<file path="src/rtl/program_loader_pkg.sv">
// Shared constants and types for the program loader and the CPU control FSM.
// Word layout: opcode in [13:12], three 4-bit operand fields in [11:0].
package program_loader_pkg;

  localparam int DATA_W  = 14;
  localparam int ADDR_W  = 5;
  localparam int OPC_MSB = 13;
  localparam int OPC_LSB = 12;

  typedef enum logic [2:0] {
    S_IDLE,
    S_RECV,
    S_WRITE,
    S_READ,
    S_CHECK,
    S_DONE,
    S_ERROR
  } ld_state_e;

endpackage

</file>
<file path="src/rtl/program_loader_if.sv">
// Host word stream, memory port and status bundle between the loader and its neighbours.
// The master side is the loader; the slave side is the host/memory/CPU glue.
interface program_loader_if;
  import program_loader_pkg::*;

  logic              start;
  logic [DATA_W-1:0] in_data;
  logic              in_valid;
  logic              in_last;
  logic              in_ready;
  logic [ADDR_W-1:0] mem_addr;
  logic              mem_we;
  logic [DATA_W-1:0] mem_wdata;
  logic [DATA_W-1:0] mem_rdata;
  logic              cpu_hold;
  logic              busy;
  logic              done;
  logic              error;
  logic              overflow;
  logic [ADDR_W:0]   word_count;
  logic [DATA_W-1:0] checksum;

  modport master (
    input  start, in_data, in_valid, in_last, mem_rdata,
    output in_ready, mem_addr, mem_we, mem_wdata, cpu_hold,
           busy, done, error, overflow, word_count, checksum
  );

  modport slave (
    output start, in_data, in_valid, in_last, mem_rdata,
    input  in_ready, mem_addr, mem_we, mem_wdata, cpu_hold,
           busy, done, error, overflow, word_count, checksum
  );

endinterface

</file>
<file path="src/rtl/program_loader.sv">
// Streams host words into consecutive memory locations, reads each back to verify,
// and holds the CPU off the memory port until the whole program is in place.
module program_loader
  import program_loader_pkg::*;
#(
  parameter logic [ADDR_W-1:0] BASE_ADDR = '0,
  parameter int unsigned       DEPTH     = 32
) (
  input  logic              clk,
  input  logic              rst,
  program_loader_if.master  bus
);

  localparam int unsigned       LAST_INT  = 32'(BASE_ADDR) + DEPTH - 1;
  localparam logic [ADDR_W-1:0] LAST_ADDR = ADDR_W'(LAST_INT);

  ld_state_e         state_q, state_d;
  logic [ADDR_W-1:0] addr_q, addr_d;
  logic [DATA_W-1:0] word_q, word_d;
  logic              last_q, last_d;
  logic [ADDR_W:0]   count_q, count_d;
  logic [DATA_W-1:0] csum_q, csum_d;
  logic              in_ready_q, in_ready_d;
  logic              we_q, we_d;
  logic              hold_q, hold_d;
  logic              busy_q, busy_d;
  logic              done_q, done_d;
  logic              error_q, error_d;
  logic              ovf_q, ovf_d;

  always_comb begin
    // NOTE: every variable gets a default before the case so no path leaves one unassigned (no latch).
    state_d    = state_q;
    addr_d     = addr_q;
    word_d     = word_q;
    last_d     = last_q;
    count_d    = count_q;
    csum_d     = csum_q;
    hold_d     = hold_q;
    busy_d     = busy_q;
    done_d     = done_q;
    error_d    = error_q;
    ovf_d      = ovf_q;
    in_ready_d = 1'b0;
    we_d       = 1'b0;

    unique case (state_q)
      S_IDLE, S_DONE, S_ERROR: begin
        if (bus.start) begin
          state_d    = S_RECV;
          addr_d     = BASE_ADDR;
          count_d    = '0;
          csum_d     = '0;
          done_d     = 1'b0;
          error_d    = 1'b0;
          ovf_d      = 1'b0;
          hold_d     = 1'b1;
          busy_d     = 1'b1;
          in_ready_d = 1'b1;
        end
      end
      S_RECV: begin
        if (bus.in_valid && in_ready_q) begin
          word_d  = bus.in_data;
          last_d  = bus.in_last;
          we_d    = 1'b1;
          state_d = S_WRITE;
        end else begin
          in_ready_d = 1'b1;
        end
      end
      S_WRITE: state_d = S_READ;
      S_READ:  state_d = S_CHECK;
      S_CHECK: begin
        if (bus.mem_rdata == word_q) begin
          count_d = count_q + 1'b1;
          csum_d  = csum_q + word_q;
          // Reaching the top address without in_last ends the load as an overflow.
          if (last_q || addr_q == LAST_ADDR) begin
            state_d = S_DONE;
            ovf_d   = !last_q;
            done_d  = 1'b1;
            busy_d  = 1'b0;
            hold_d  = 1'b0;
          end else begin
            addr_d     = addr_q + 1'b1;
            state_d    = S_RECV;
            in_ready_d = 1'b1;
          end
        end else begin
          // CPU stays held and mem_addr keeps pointing at the bad location.
          state_d = S_ERROR;
          error_d = 1'b1;
          busy_d  = 1'b0;
        end
      end
      default: state_d = S_IDLE;
    endcase
  end

  // NOTE: state registers use non-blocking assignments so every flop samples pre-edge values.
  always_ff @(posedge clk or posedge rst) begin
    if (rst) begin
      state_q    <= S_IDLE;
      addr_q     <= BASE_ADDR;
      word_q     <= '0;
      last_q     <= 1'b0;
      count_q    <= '0;
      csum_q     <= '0;
      in_ready_q <= 1'b0;
      we_q       <= 1'b0;
      hold_q     <= 1'b0;
      busy_q     <= 1'b0;
      done_q     <= 1'b0;
      error_q    <= 1'b0;
      ovf_q      <= 1'b0;
    end else begin
      state_q    <= state_d;
      addr_q     <= addr_d;
      word_q     <= word_d;
      last_q     <= last_d;
      count_q    <= count_d;
      csum_q     <= csum_d;
      in_ready_q <= in_ready_d;
      we_q       <= we_d;
      hold_q     <= hold_d;
      busy_q     <= busy_d;
      done_q     <= done_d;
      error_q    <= error_d;
      ovf_q      <= ovf_d;
    end
  end

  assign bus.in_ready   = in_ready_q;
  assign bus.mem_addr   = addr_q;
  assign bus.mem_we     = we_q;
  assign bus.mem_wdata  = word_q;
  assign bus.cpu_hold   = hold_q;
  assign bus.busy       = busy_q;
  assign bus.done       = done_q;
  assign bus.error      = error_q;
  assign bus.overflow   = ovf_q;
  assign bus.word_count = count_q;
  assign bus.checksum   = csum_q;

endmodule
</file>
<file path="src/flat_wrapper.sv">
// flat-port wrapper written by rule: the top's interface ports become plain ports
module program_loader_flat import program_loader_pkg::*;
#(
  parameter logic [ADDR_W-1:0] BASE_ADDR = '0,
  parameter int unsigned       DEPTH     = 32
)
  (clk, rst, bus_start, bus_in_data, bus_in_valid, bus_in_last, bus_mem_rdata, bus_in_ready, bus_mem_addr, bus_mem_we, bus_mem_wdata, bus_cpu_hold, bus_busy, bus_done, bus_error, bus_overflow, bus_word_count, bus_checksum);
  program_loader_if bus_i ();
  input  logic clk;
  input  logic rst;
  input wire logic [$bits(bus_i.start)-1:0] bus_start;
  input wire logic [$bits(bus_i.in_data)-1:0] bus_in_data;
  input wire logic [$bits(bus_i.in_valid)-1:0] bus_in_valid;
  input wire logic [$bits(bus_i.in_last)-1:0] bus_in_last;
  input wire logic [$bits(bus_i.mem_rdata)-1:0] bus_mem_rdata;
  output wire logic [$bits(bus_i.in_ready)-1:0] bus_in_ready;
  output wire logic [$bits(bus_i.mem_addr)-1:0] bus_mem_addr;
  output wire logic [$bits(bus_i.mem_we)-1:0] bus_mem_we;
  output wire logic [$bits(bus_i.mem_wdata)-1:0] bus_mem_wdata;
  output wire logic [$bits(bus_i.cpu_hold)-1:0] bus_cpu_hold;
  output wire logic [$bits(bus_i.busy)-1:0] bus_busy;
  output wire logic [$bits(bus_i.done)-1:0] bus_done;
  output wire logic [$bits(bus_i.error)-1:0] bus_error;
  output wire logic [$bits(bus_i.overflow)-1:0] bus_overflow;
  output wire logic [$bits(bus_i.word_count)-1:0] bus_word_count;
  output wire logic [$bits(bus_i.checksum)-1:0] bus_checksum;
  assign bus_i.start = bus_start;
  assign bus_i.in_data = bus_in_data;
  assign bus_i.in_valid = bus_in_valid;
  assign bus_i.in_last = bus_in_last;
  assign bus_i.mem_rdata = bus_mem_rdata;
  assign bus_in_ready = bus_i.in_ready;
  assign bus_mem_addr = bus_i.mem_addr;
  assign bus_mem_we = bus_i.mem_we;
  assign bus_mem_wdata = bus_i.mem_wdata;
  assign bus_cpu_hold = bus_i.cpu_hold;
  assign bus_busy = bus_i.busy;
  assign bus_done = bus_i.done;
  assign bus_error = bus_i.error;
  assign bus_overflow = bus_i.overflow;
  assign bus_word_count = bus_i.word_count;
  assign bus_checksum = bus_i.checksum;
  program_loader #(.BASE_ADDR(BASE_ADDR), .DEPTH(DEPTH)) u_core (.clk(clk), .rst(rst), .bus(bus_i));
endmodule
</file>
<file path="config.mk">
export PLATFORM = sky130hd
export DESIGN_NAME = program_loader_flat
export DESIGN_NICKNAME = d
export VERILOG_FILES = /design/src/rtl/program_loader_pkg.sv /design/src/rtl/program_loader_if.sv /design/src/rtl/program_loader.sv /design/src/flat_wrapper.sv
export SDC_FILE = /design/constraint.sdc
export NUM_CORES = 1
export LEC_CHECK = 0
export ABC_AREA = 1
export BUFFER_PORTS_ARGS = -buffer_cell sky130_fd_sc_hd__buf_2
export CAP_MARGIN = 30
export CORE_ASPECT_RATIO = 0.75
export CORE_UTILIZATION = 60
export CTS_BUF_LIST = sky130_fd_sc_hd__clkbuf_4 sky130_fd_sc_hd__clkbuf_8
export CTS_CLUSTER_SIZE = 40
export DETAILED_ROUTE_END_ITERATION = 8
export GPL_ROUTABILITY_DRIVEN = 0
export PLACE_DENSITY = 0.87
export SLEW_MARGIN = 20
export SYNTH_ARGS = -nofsm -noshare
export SYNTH_HDL_FRONTEND = slang
export SYNTH_SLANG_ARGS = --single-unit
export TNS_END_PERCENT = 5
</file>
<file path="constraint.sdc">
create_clock -name clk -period 3.5 [get_ports clk]
set_input_delay 0.175 -clock clk [delete_from_list [all_inputs] [get_ports clk]]
set_output_delay 0.175 -clock clk [all_outputs]
set_load 0.05 [all_outputs]
</file>
## Word-level counts from Yosys, hierarchy flattened

Index checks and enable logic that the tools add are counted.

- Bits in registers: 50
- Latch bits: 0
- Memory bits (writable): 0
- Memory bits (read-only): 0
- Input bits: 33
- Output and inout port bits: 46
- Word-level logic and storage cells: 81
- Memories kept: 0

- $add $sub $neg: 3
- Multiply operators: 0
- Div/mod/pow operators: 0
- $lt $le $gt $ge: 0
- Eq/ne operators: 15
- Shift operators: 0
- Mux-type cells: 37
- Bitwise gates (word level): 0
- Reductions and logical operators: 13

Operator list:

| operator | number |
|---|---|
| $mux W14 | 2 |
| $pmux W14 S2 | 1 |
| $mux W1 | 16 |
| $mux W5 | 3 |
| $pmux W3 S5 | 1 |
| $add A14 B14 Y14 | 1 |
| $eq A14 B14 Y1 | 1 |
| $mux W3 | 4 |
| $mux W6 | 2 |
| $pmux W6 S2 | 1 |
| $pmux W1 S2 | 5 |
| $pmux W5 S2 | 1 |
| $eq A3 B3 Y1 const B | 3 |
| $reduce_and A3 Y1 | 3 |
| $reduce_and A4 Y1 | 2 |
| $add A6 B1 Y6 const B | 1 |
| $eq A3 B2 Y1 const B | 2 |
| $ne A2 B1 Y1 const B | 3 |
| $ne A2 B2 Y1 const B | 3 |
| $add A5 B1 Y5 const B | 1 |
| $eq A5 B5 Y1 const B | 1 |
| $reduce_and A2 Y1 | 2 |
| $eq A3 B1 Y1 const B | 1 |
| $logic_not A3 Y1 | 1 |
| other kinds (7) | 7 |

## Depth between registers and ports, before layout

Gate-level depths: netlist (run 1).

- Depth after elaboration: 5
- Mapped depth: 11
- Gate-level depth less buffers: 11

## Worst setup path after synthesis (run 1)

Ideal clock, no wire load.

- Path kind: register -> register
- Start point: reg u_core.addr_q[0] (netlist: u_core.bus.mem_addr[0])
- End point: reg u_core.addr_q[2] (netlist: u_core.bus.mem_addr[2])
- Library setup time: 0.121 ns
- Arrival time: 2.020 ns
- Data required time: 3.379 ns
- Path slack: 1.359 ns
- Cell stages (with the launch flop): 10
- Path buffers: 1
- Path through: dfrtp_1 ha_1 and3_1 ha_1 or2_2 nor2_1 nand3_2 buf_4 nand3_1 o21ai_2

- Word-level cells in the longest chain between the ends: 4
- Elaborated cells between the ends (all ways): 8
- Those cells by class: add/sub: 1; eq/ne: 2; mux: 3; reduce/logical: 2

RTL lines:

| item | RTL line | source |
|---|---|---|
| from (decl) | program_loader.sv:18 | `logic [ADDR_W-1:0] addr_q, addr_d;` |
| from (signal assigned) | program_loader.sv:119 | `addr_q <= addr_d;` |
| $add A5 B1 Y5 / $eq A5 B5 Y1 (equally long branches) | program_loader.sv:86, program_loader.sv:79 |  |
| $mux W5 / $logic_or A1 B1 Y1 (equally long branches) | program_loader.sv:79 | `if (last_q \|\| addr_q == LAST_ADDR) begin` |
| $mux W5 / $ne A2 B2 Y1 (equally long branches) | -- |  |
| $pmux W5 S2 / $reduce_and A4 Y1 (equally long branches) | -- |  |

Parallel ways exist; a longest one is shown, timed or not. The select of a mux whose other input is x is not followed.
A chain may end at the register's enable or synchronous reset.

## Worst setup path in the final report (run 1)

- Start point: reg u_core.addr_q[0] (netlist: u_core.bus.mem_addr[0])
- End point: reg u_core.addr_q[0] (netlist: u_core.bus.mem_addr[0])

Same word-level chain as after synthesis.

==> results.ini, run 1 <==
[run_status]
status = complete, no violations

[sta]
min_period_ps = 2077
fin_crit_sh_pct = 59.33
setup_tns_ps = 0
rsz0062_at_grt = false
tightest_slew_ps = 436.0
max-slew-margin-rel_pct = 70.93
setup_slack_ps = 1423
fmax_mhz = 481.6
finalClockSkew_ps = 5.480
setup_violations = 0
final_max_slew_viol_count = 0
hold_viol = 0
hold_ws_ps = 69.76

[logic_synthesis]
synth_warnings = 0
synthFlopType = dfrtp_1
syn_nets = 503
seq_area_frac_synth_pct = 37.71
yosys.cell_count.top_type = nand2_1
syn_area_sq_um = 3318
syn_inst = 453
synth_cell_type_count = 33
synth_edf_count = 0
async_flop_share_pct = 100.0
synth_area_leaders = dfrtp_1 38%, nand2_1 18%, nand3_1 7.2%
synth_common_cells = 161 x nand2_1, 57 x inv_1, 50 x dfrtp_1, 48 x nand3_1, 29 x nor2_1
avgSynthCellArea_sq_um = 7.325
synth_top_area_cell = dfrtp_1
ys_ff_latch = 50
netlist.area_leader.share_pct = 37.71

[pwr]
vdd_drop_max_uv = 532.3
pwr_density_cell_nw_per_um2 = 719.5
leakagePower_nw = 2.254

[route]
drc = 0
num_vias = 3198
viasPerCell = 5.269
wl_per_cell_microns = 13.33
final_antenna_net_count = 0
dr.pass1.iters = 6
drtIter0Drc = 289
wirelength_microns = 8094

[setup_path]
worst-path-buf-inv = 0
cpMostUsedCell = ha_1
r2r-end = u_core.bus.mem_addr[0]$_DFFE_PP0P_
cp_max_fo = 11
required_ps = 3700
slowest_delay_ps = 430
path_delay_family = simple AND/OR/NAND/NOR gates
endpoint_kind = flop
crit_chain = ha_1 > and3_1 > ha_1 > or2_2 > nor2_1 > nand3_2 > nand3_1 > nand2_1
worstReg2RegStart = u_core.bus.mem_addr[0]$_DFFE_PP0P_
cpMaxStageDelayCell = dfrtp_1
reg2reg_depth = 8
r2r_slack_ps = 1420
critical_path_class = flop to flop
crit_path_start_kind = flop
crit_arrival_ps = 2270

[cts]
cts_tree = done
postCtsHoldBufs = 1
numCtsBuffers = 5
cts-resized-gates = 0
ctsRootBufferMaster = clkbuf_8
insertion_delay_ps = 300
clk_pin_slew_ps = 100
post_cts_buffers = 0
cts_num_sinks = 50
htreeDepth = 2
clockBufferDepth = 2

[layout]
drive_gt1_share_pct = 22.37
n_antenna_cell = 0
nets = 581
area_growth_pct = 16.40

[floorplan]
initial_core_util_pct = 62.33
die_y_microns = 66.41
die_w_microns = 87.87
pin_count = 79
die-area_sq_um = 5835
rows = 23
core_area_sq_um = 5324

[placement]
io_buffers = 78
dp_hpwl_microns = 6152
post-place-ws_ps = 1460

[global_routing]
grt_pass1_wl_microns = 12890
grt_max_degree = 36
overflow = 0
grt_usage_pct = 29.08
grt_pass1_vias = 2906
antenna_found_initial = 0

[hold_path]
hold_path_end = u_core.last_q$_DFFE_PP0P_
worstHoldPathCells = 3
hold_class = input port to flop
min_from = bus_in_last

[job]
cap_violations = 0

[registers in the layout (all words and copies together), names as in the netlist, 3 cells and up]
register / cells
u_core.bus.checksum: 14
u_core.bus.word_count: 6
u_core.state_q: 3
u_core.bus.mem_wdata: 14
u_core.bus.mem_addr: 5
[worst min-delay path, stage by stage]
cell and delay (ps):
buf_2 80, nand2_1 40, nand2_1 50
[cell usage in the layout, fill, tap and decap left out, types with 2 or more instances in the layout]
| cell type | count |
|---|---|
| a21oi_1 | 6 |
| and2_1 | 2 |
| buf_2 | 78 |
| clkbuf_8 | 7 |
| dfrtp_1 | 50 |
| ha_1 | 16 |
| inv_1 | 56 |
| inv_2 | 4 |
| nand2_1 | 161 |
| nand2_4 | 3 |
| nand3_1 | 48 |
| nand3_2 | 2 |
| nand4_1 | 5 |
| nor2_1 | 29 |
| nor2_4 | 5 |
| nor3_1 | 3 |
| nor3b_1 | 2 |
| o21ai_0 | 12 |
| o21ai_1 | 4 |
| o21ai_2 | 10 |
| or2_2 | 2 |
| xnor2_1 | 9 |
| xor2_1 | 4 |
[logic make-up (layout without fill, tap and decap cells)]
group,after synthesis,count (layout),synth area share [%]
adder cells (fa/ha/maj),17,17,6.636
flip-flops,50,50,37.71
XOR/XNOR,13,13,3.431
AO/OA/AOI/OAI,35,35,6.674
buffers and inverters,71,150,9.616
AND/OR/NAND/NOR,267,267,35.94
[area by class of cell]
type / count / area, sq um
clock buffer: 7 / 96.34
clock inverter: 1 / 8.758
fill: 417 / 1461
inverter: 61 / 231.5
multi-input combinational: 332 / 1753
sequential: 50 / 1251
tap: 75 / 93.84
timing repair buffer: 81 / 427.9
[how the worst max path moves through the flow]
stage	from	end	slack, ps	cells past startpoint
global route	u_core.bus.mem_wdata[0]$_DFFE_PP0P_	u_core.bus.checksum[12]$_DFFE_PP0P_	1350	11
floorplan	u_core.bus.mem_addr[0]$_DFFE_PP0P_	u_core.bus.mem_addr[2]$_DFFE_PP0P_	1360	9
finish	u_core.bus.mem_addr[0]$_DFFE_PP0P_	u_core.bus.mem_addr[0]$_DFFE_PP0P_	1420	8
global placement	u_core.bus.mem_addr[0]$_DFFE_PP0P_	u_core.bus.mem_addr[2]$_DFFE_PP0P_	1580	8
detailed placement	u_core.bus.mem_addr[0]$_DFFE_PP0P_	u_core.bus.mem_addr[0]$_DFFE_PP0P_	1460	8
CTS	u_core.bus.mem_addr[0]$_DFFE_PP0P_	u_core.bus.mem_addr[0]$_DFFE_PP0P_	1440	8
[where the power goes]
part | switching [mW] | leakage (nW) | internal, mW
registers | 0.170 | 0.656 | 0.722
clock network | 0.200 | 0.0544 | 0.182
logic | 1.10 | 1.54 | 0.401
[stage by stage]
step	cell area (sq um)	util, %	cells	power (mW)
floorplan	3318	-	453	2.039
global placement	3727	70.01	597	2.321
detailed placement	3747	70.39	598	2.383
CTS	3862	72.55	607	2.768
global route	3862	72.55	607	2.961
finish	3862	72.55	607	2.779
[layer usage]
| layer | vias up | GRT usage, % | wire [microns] |
|---|---|---|---|
| met4 | 0 | 10.45 | 153 |
| met3 | 14 | 4.744 | 592 |
| li1 | 1584 | - | - |
| met5 | - | 0 | 0 |
| met1 | 1464 | 38.80 | 3541 |
| met2 | 136 | 47.67 | 3807 |
Power figures use the tool's default switching activity.
==> run 2: changes to the inputs <==
--- a/config.mk
+++ b/config.mk
@@ -9,12 +9,12 @@
 export BUFFER_PORTS_ARGS = -buffer_cell sky130_fd_sc_hd__buf_2
 export CAP_MARGIN = 30
 export CORE_ASPECT_RATIO = 0.75
-export CORE_UTILIZATION = 60
+export CORE_UTILIZATION = 51
 export CTS_BUF_LIST = sky130_fd_sc_hd__clkbuf_4 sky130_fd_sc_hd__clkbuf_8
 export CTS_CLUSTER_SIZE = 40
 export DETAILED_ROUTE_END_ITERATION = 8
 export GPL_ROUTABILITY_DRIVEN = 0
-export PLACE_DENSITY = 0.87
+export PLACE_DENSITY = 0.78
 export SLEW_MARGIN = 20
 export SYNTH_ARGS = -nofsm -noshare
 export SYNTH_HDL_FRONTEND = slang
==> constraint.sdc (replaced) <==
create_clock -name clk -period 1.7 [get_ports clk]
set_input_delay 0.085 -clock clk [delete_from_list [all_inputs] [get_ports clk]]
set_output_delay 0.085 -clock clk [all_outputs]
set_load 0.05 [all_outputs]
==> run 2 against run 1 <==
Against the previous run: the flow now finishes with violations (setup timing); sequential share of layout area is 4.3 points lower; hold slack got worse by 60 ps; die area grew 17%; combinational power increased by 140%.
==> results.ini, run 2 (same netlist as run 1, synthesis figures left out) <==
[run_status]
status = finished, violations left
violations = setup timing

[layout]
seq_area_sq_um = 1264  ; +1.0%
n_antenna_cell = 0  ; unchanged
final_cell_mix = 159 x nand2_1, 78 x buf_2, 55 x inv_1, 40 x dfrtp_1, 33 x nand3_1
area_growth_pct = 35.44
multi_input_area_sq_um = 2002  ; +14%
nFillCells = 457  ; +9.6%
nets = 623  ; +7.2%
layout_commonest_cell = nand2_1
drive_gt1_share_pct = 34.49  ; +12 points

[hold_path]
hold_class = input port to flop

[cts]
clockBufferDepth = 2  ; unchanged
cts_tree = done
htreeDepth = 2  ; unchanged
ctsRootBufferMaster = clkbuf_8
insertion_delay_ps = 310  ; about the same
cts_num_sinks = 50  ; unchanged
clk_pin_slew_ps = 100  ; about the same
numCtsBuffers = 5  ; unchanged

[route]
drc = 0  ; unchanged
viasPerCell = 5.298  ; +0.55%
dr.pass1.iters = 5  ; -1
wirelength_microns = 9688  ; +20%
num_vias = 3470  ; +8.5%
final_antenna_net_count = 0  ; unchanged
drtIter0Drc = 314  ; +8.7%
wl_per_cell_microns = 14.79  ; +11%

[setup_path]
crit_path_start_kind = flop
crit_arrival_ps = 1960  ; -310 ps
endpoint_kind = flop
cp_max_fo = 6  ; -5
required_ps = 1900  ; -1800 ps
critical_path_class = flop to flop
r2r_slack_ps = -60  ; -1480 ps

[pwr]
vdd_drop_max_uv = 784.7  ; +47%
pwr_density_cell_nw_per_um2 = 1398  ; +94%
p_total_mw = 6.282  ; +130%
leakagePower_nw = 2.452  ; +8.8%

[floorplan]
die_w_microns = 95.14  ; +8.3%
die_y_microns = 71.86  ; +8.2%
core_area_sq_um = 6287  ; +18%
rows = 25  ; +8.7%
initial_core_util_pct = 52.78  ; -9.6 points
pin_count = 79  ; unchanged
die-area_sq_um = 6836  ; +17%

[sta]
fin_crit_sh_pct = 103.3  ; +44 points
setup_tns_ps = -217.4  ; -217.4 ps
max-slew-margin-rel_pct = 76.51  ; +5.6 points
setup_violations = 9  ; +9
min_period_ps = 1755  ; -321.2 ps
fmax_mhz = 569.7  ; +18%
rsz0062_at_grt = true
setup_slack_ps = -55.41  ; -1479 ps
final_max_slew_viol_count = 0  ; unchanged
tightest_slew_ps = 350.4  ; -85.63 ps
hold_viol = 0  ; unchanged
finalClockSkew_ps = 7.205  ; +1.725 ps

[placement]
dp_hpwl_microns = 6812  ; +11%
io_buffers = 78  ; unchanged

[global_routing]
antenna_found_initial = 0  ; unchanged
grt_max_degree = 26  ; -28%
overflow = 0  ; unchanged
grt_pass1_vias = 3040  ; +4.6%
grt_pass1_wl_microns = 14300  ; +11%
grt_usage_pct = 27.36  ; -1.7 points

[job]
cap_violations = 0  ; unchanged

-- run 2: path summary, 6_finish.rpt --
path | start | cells after the start | end
worst max-delay path | u_core.bus.mem_addr[1]$_DFFE_PP0P_ | 8 | u_core.bus.mem_addr[4]$_DFFE_PP0P_
max in group asynchronous | rst | 4 | u_core.bus.mem_addr[0]$_DFFE_PP0P_
worst max register to register | u_core.bus.mem_addr[1]$_DFFE_PP0P_ | 8 | u_core.bus.mem_addr[4]$_DFFE_PP0P_
worst min register to register | u_core.bus.done$_DFFE_PP0P_ | 2 | u_core.bus.done$_DFFE_PP0P_
worst min-delay path | bus_in_data[13] | 3 | u_core.bus.mem_wdata[13]$_DFFE_PP0P_
min in group asynchronous | rst | 3 | u_core.bus.mem_we$_DFF_PP0_
-- run 2: report_power, final --
group	internal, mW	total [mW]	switching (mW)
sequential	1.50	1.89	0.383
clock	0.365	0.778	0.413
combinational	1.15	3.62	2.47
total	3.02	6.28	3.27
-- run 2: critical path, stage by stage, from the launching register on --
cell     delay [ps]
dfrtp_2         440
ha_4            160
and3_4          180
ha_4            150
or2_4           250
nor2_4          150
nand3_4         150
nand3_2         100
o21ai_1          70
-- run 2: area by class of cell --
class,instances,share of cell area (%)
clock buffers,8,2.171
inverters,61,5.150
multi-input cells,333,44.54
flip-flops and latches,50,28.12
well taps,81,2.255
repair buffers,122,17.76
-- run 2: metal layers --
metal / GRT usage, % / vias up / wire (microns)
met5: 0 / - / 0
met4: 5.892 / 0 / 105
met3: 4.352 / 17 / 656
met2: 42.78 / 140 / 4581
met1: 39.95 / 1640 / 4345
li1: - / 1673 / -
-- run 2: repair_timing --
item                                    4_1_cts  5_1_grt
gates cloned                                  1        0
endpoints found under the setup margin        9       30
endpoints found under the hold margin        44        0
hold buffers                                 11        0
gates resized for setup                       6       27
pin swaps                                     2        8
setup buffers                                 1        9
-- run 2: per-stage QoR --
step	hold WS (ps)	instance area (sq um)	instances	worst slack [ps]	utilization (%)
floorplan	201.6	3402	453	-116.0	-
global placement	25.59	4030	625	-26.62	64.10
detailed placement	32.16	4030	625	-108.7	64.10
CTS	3.840	4282	646	-17.82	68.10
global route	20.64	4494	655	-124.6	71.48
finish	9.792	4494	655	-55.41	71.48
